<file path="src/rtl/tick_generator.sv">
// Multi-channel programmable clock-enable generator: each channel is either an
// integer reload divider or a fractional phase accumulator, reconfigured at runtime.
module tick_generator #(
    parameter int CLK_FREQ  = 25000000,
    parameter int NUM_CH    = 4,
    parameter int ACC_WIDTH = 32,
    parameter int RTC_DIV   = (CLK_FREQ / 32768) / 2 - 1,
    parameter int BAUD_DIV  = CLK_FREQ / 115200 - 1
) (
    input  logic                   reset,
    input  logic                   clock,
    input  logic                   cfg_valid,
    input  logic [3:0]             cfg_ch,
    input  logic                   cfg_en,
    input  logic                   cfg_frac,
    input  logic [ACC_WIDTH-1:0]   cfg_value,
    output logic                   cfg_error,
    input  logic [3:0]             rd_ch,
    output logic [ACC_WIDTH+1:0]   rd_data,
    output logic [NUM_CH-1:0]      tick,
    output logic [NUM_CH-1:0]      tick_toggle
);

    // Config port: cfg_valid is a one-cycle write strobe sampled at every rising
    // edge; there is no ready, so every strobe is consumed in the cycle it is seen.
    logic [ACC_WIDTH+1:0] reg_view [16];

    for (genvar i = 0; i < 16; i++) begin : g_slot
        if (i < NUM_CH) begin : g_ch
            localparam logic                 RST_EN  = (i < 2);
            localparam logic [ACC_WIDTH-1:0] RST_VAL = (i == 0) ? ACC_WIDTH'(RTC_DIV) :
                                                       (i == 1) ? ACC_WIDTH'(BAUD_DIV) : '0;

            logic                 en_q;
            logic                 frac_q;
            logic [ACC_WIDTH-1:0] value_q;
            logic [ACC_WIDTH-1:0] cnt_q;
            logic                 tick_q;
            logic                 toggle_q;
            logic                 wr_hit;
            logic [ACC_WIDTH:0]   sum;

            assign wr_hit = cfg_valid && (cfg_ch == 4'(i));
            assign sum    = {1'b0, cnt_q} + {1'b0, value_q};

            // cnt_q is the down-counter in integer mode and the phase accumulator
            // in fractional mode; a write always restarts it and suppresses the tick.
            always_ff @(posedge clock or negedge reset) begin
                if (!reset) begin
                    en_q     <= RST_EN;
                    frac_q   <= 1'b0;
                    value_q  <= RST_VAL;
                    cnt_q    <= RST_VAL;
                    tick_q   <= 1'b0;
                    toggle_q <= 1'b0;
                end else if (wr_hit) begin
                    en_q    <= cfg_en;
                    frac_q  <= cfg_frac;
                    value_q <= cfg_value;
                    cnt_q   <= cfg_frac ? '0 : cfg_value;
                    tick_q  <= 1'b0;
                end else if (en_q) begin
                    if (frac_q) begin
                        cnt_q  <= sum[ACC_WIDTH-1:0];
                        tick_q <= sum[ACC_WIDTH];
                        if (sum[ACC_WIDTH]) begin
                            toggle_q <= ~toggle_q;
                        end
                    end else if (cnt_q == '0) begin
                        cnt_q    <= value_q;
                        tick_q   <= 1'b1;
                        toggle_q <= ~toggle_q;
                    end else begin
                        cnt_q  <= cnt_q - ACC_WIDTH'(1);
                        tick_q <= 1'b0;
                    end
                end else begin
                    tick_q <= 1'b0;
                end
            end

            assign tick[i]        = tick_q;
            assign tick_toggle[i] = toggle_q;
            assign reg_view[i]    = {en_q, frac_q, value_q};
        end else begin : g_unused
            assign reg_view[i] = '0;
        end
    end

    always_ff @(posedge clock or negedge reset) begin
        if (!reset) begin
            cfg_error <= 1'b0;
            rd_data   <= '0;
        end else begin
            cfg_error <= cfg_valid && (int'(cfg_ch) >= NUM_CH);
            rd_data   <= reg_view[rd_ch];
        end
    end

endmodule
</file>
<file path="config.mk">
export PLATFORM = sky130hd
export DESIGN_NAME = tick_generator
export DESIGN_NICKNAME = d
export VERILOG_FILES = /design/src/rtl/tick_generator.sv
export SDC_FILE = /design/constraint.sdc
export NUM_CORES = 1
export LEC_CHECK = 0
export BUFFER_PORTS_ARGS = -buffer_cell sky130_fd_sc_hd__buf_4
export CAP_MARGIN = 20
export CORE_MARGIN = 2
export CORE_UTILIZATION = 37
export CTS_BUF_LIST = sky130_fd_sc_hd__clkbuf_4
export CTS_CLUSTER_SIZE = 12
export DETAILED_ROUTE_END_ITERATION = 6
export GPL_TIMING_DRIVEN = 1
export PLACE_DENSITY = 0.62
export SYNTH_ARGS = -nofsm -noshare
export SYNTH_HDL_FRONTEND = slang
export SYNTH_SLANG_ARGS = --single-unit
</file>
<file path="constraint.sdc">
create_clock -name clock -period 4.2 [get_ports clock]
set_input_delay 0.21 -clock clock [delete_from_list [all_inputs] [get_ports clock]]
set_output_delay 0.21 -clock clock [all_outputs]
set_load 0.01 [all_outputs]
</file>
==> impl_metrics.ini <==
[timing]
setup_slack_ps = 773
fmax_ghz = 0.292
finalClockSkew_ps = 72.9
period_needed_ps = 3430
setup_viol = 0
setup_tns_ps = 0
slew_headroom_pct = 33.0
final_max_slew_viol_count = 0
rsz0062_at_grt = no
hold_viol = 0
tightest_slew_ps = 996
fin_crit_sh_pct = 81.6

[synthesis]
netlist_area_sq_mm = 0.0244
syn-num-nets = 3209
ys.warnings.count = 0
synthTopCellsByCount = nand2_1 (572), dfrtp_1 (285), nor2_1 (237)
synth_edf_count = 0
ys_seq_elements = 307
synth_cell_types = 88
synth_cells = 3024
synth_top_area_share_pct = 29.2
synth_flop_cell = dfrtp_1
synth.area.top_cells = dfrtp_1 (29%), nand2_1 (8.8%), ha_1 (7.0%), o21ai_0 (4.4%), a21oi_1 (3.8%)
async_flop_share_pct = 100
avgSynthCellArea_sq_um = 8.08
synth.most_common_cell = nand2_1
yosysTopAreaCell = dfrtp_1
yosysSeqAreaShare_pct = 31.6

[detailed_routing]
vias = 24200
ant_nets = 0
wirelength_mm = 90.2
drtIter0Drc = 2236
routed_via_density = 5.95
drc = 6
dr.pass1.iters = 7
wire_per_inst_um = 22.2

[worst_setup_path]
max_stage_delay_ps = 500
cp.required_ps = 4900
cpMostUsedCell = nand4_1
reg2reg_slack_ps = 770
r2r_cells = 10
path_cells = ha_1 -> fa_1 -> a211oi_1 -> o21ai_0 -> nand4_1 -> nand4_1 -> a41oi_1 -> nor3_1 -> o41ai_1 -> a21oi_1
end_kind = flip-flop
crit_path_max_fanout = 4
critical_path.slowest_cell = a41oi_1
arrival_ps = 4130
crit_type = flip-flop to flip-flop
r2r-start = g_slot[0].g_ch.value_q[0]
path_buf_inv = 0
crit_path_start_kind = flip-flop
crit_family = compound AO/OA/AOI/OAI gates
reg2reg_to = g_slot[0].g_ch.cnt_q[30]

[worst_hold_path]
holdCritStartpoint = rd_ch[0]
hold_end = rd_data[3]
hold_class = input pin to flip-flop
worstHoldPathCells = 3

[clock_tree]
cts.htree.levels = 3
cts_tree = done
cts_made_buffers = 95
clkTransAtPathRegs_ps = 80
cts_buffer_depth = 3
clk_latency_ps = 880
cts-root-buf = clkbuf_4
cts_sinks = 307

[finish]
fill_cells = 6639
layout.nets = 3321
synthToLayoutAreaGrowth_pct = 13.1
drive_gt1_share_pct = 12.2
final_util_pct = 42.2

[global_route]
grtUsageTotal_pct = 26.4
grt-ovfl-total = 0
grt_max_degree = 122
first_global_vias = 23000
grt_pass1_wl_mm = 139
antenna_found_initial = 3

[die]
ios = 88
dieArea_sq_mm = 0.0681
start_util_pct = 37.3
num_rows = 94
fp.dieH_um = 261
die_w_um = 261
core_sq_mm = 0.0655

[placement]
portBuffers = 87
gp_congestion = 0.971
place_hpwl_mm = 66.7
preCtsSetupSlack_ps = 817

[power]
totalPowerFinal_mw = 18.1
ir_drop_v = 0.000266
cellLeakagePower_nw = 12.2
power.density_mw_per_mm2 = 656

[outcome]
failed_checks = design-rule violations
status = finished with violations

[job]
maxCapViolCount = 0
-- cells in the final DEF, fill, tap and decap left out, drive strengths merged, types with 40 or more instances in the layout --
cell type    instances
dlygate4sd3         42
nand2              572
nor2b               64
a21o                59
buf                149
ha                 136
nand2b              43
xnor2              100
nand3               61
nor2               237
xor2                79
o21ai              221
dfrtp              285
nor3                59
a21oi              185
clkbuf             141
a211oi             110
a31oi               40
-- sequential cells by signal, summed over array words and instances, names as in the netlist --
| signal | cells |
|---|---|
| cfg_error | 1 |
| g_slot.g_ch.cnt_q | 128 |
| g_slot.g_ch.en_q | 4 |
| g_slot.g_ch.frac_q | 4 |
| g_slot.g_ch.tick_q | 4 |
| g_slot.g_ch.toggle_q | 4 |
| g_slot.g_ch.value_q | 128 |
| rd_data | 34 |
-- kinds of logic (layout without fill, tap and decap cells) --
kind of cell,Yosys count,in the layout,share of synthesized area (%)
adder cells (fa/ha/maj),140,140,7.29
multiplexers,49,49,3.77
AND/OR/NAND/NOR,1248,1248,23.7
flip-flops,307,307,31.6
AO/OA/AOI/OAI,885,885,23.6
other,0,3,0
buffers and inverters,216,396,3.59
XOR/XNOR,179,179,6.42
-- repair_timing --
item | CTS | global route
hold buffers | 43 | 0
setup buffers | 0 | 0
gates resized for setup | 0 | 0
hold endpoints to repair | 530 | 0
-- where the power goes --
| group | switching [mW] | internal (mW) | total (mW) |
|---|---|---|---|
| sequential | 1.60 | 3.91 | 5.50 |
| combinational | 5.39 | 4.12 | 9.52 |
| clock | 1.46 | 1.64 | 3.10 |
| total | 8.45 | 9.67 | 18.1 |
-- through the flow --
stage          cells  hold slack, ps  cell area (sq um)
6_report        4071            95.6              27600
5_1_grt         4069            92.1              27600
4_1_cts         4068            25.7              27600
3_5_place_dp    3860             227              26000
3_3_place_gp    3860             224              26000
2_1_floorplan   3024           -85.6              24400
-- worst reg2reg max path, delay by kind of cell, from the launching register on --
kind	cells	cell delay, ps
flops	1	450
fa+ha+maj	2	690
compound gates	5	1580
simple gates	3	590
-- final cells by class --
cell class	count	area (sq um)	share of cell area, %
inverter	40	150	0.543
antenna	3	7.51	0.0272
multi-input combinational	2501	15900	57.4
clock inverter	24	153	0.552
timing repair buffer	191	1620	5.85
clock buffer	141	1060	3.83
sequential	307	7710	27.9
tap	864	1080	3.91
-- worst max-delay path by stage --
stage | cells after the start | start | end
after floorplan | 10 | g_slot[1].g_ch.cnt_q[17] | g_slot[1].g_ch.cnt_q[27]
after global placement | 10 | g_slot[0].g_ch.value_q[0] | g_slot[0].g_ch.cnt_q[30]
after detailed placement | 10 | g_slot[1].g_ch.value_q[0] | g_slot[1].g_ch.toggle_q
after CTS | 11 | g_slot[3].g_ch.cnt_q[0] | g_slot[3].g_ch.toggle_q
after global routing | 11 | g_slot[3].g_ch.cnt_q[0] | g_slot[3].g_ch.toggle_q
final | 10 | g_slot[0].g_ch.value_q[0] | g_slot[0].g_ch.cnt_q[30]
-- per-layer routing --
metal	global-route usage (%)	share of wire, %	vias up
met4	8.90	2.6	0
li1	-	-	11300
met3	5.56	9.3	125
met2	39.6	43	1120
met1	37.8	45	11600
met5	0	0	-
(Power assumes the default switching activity.)
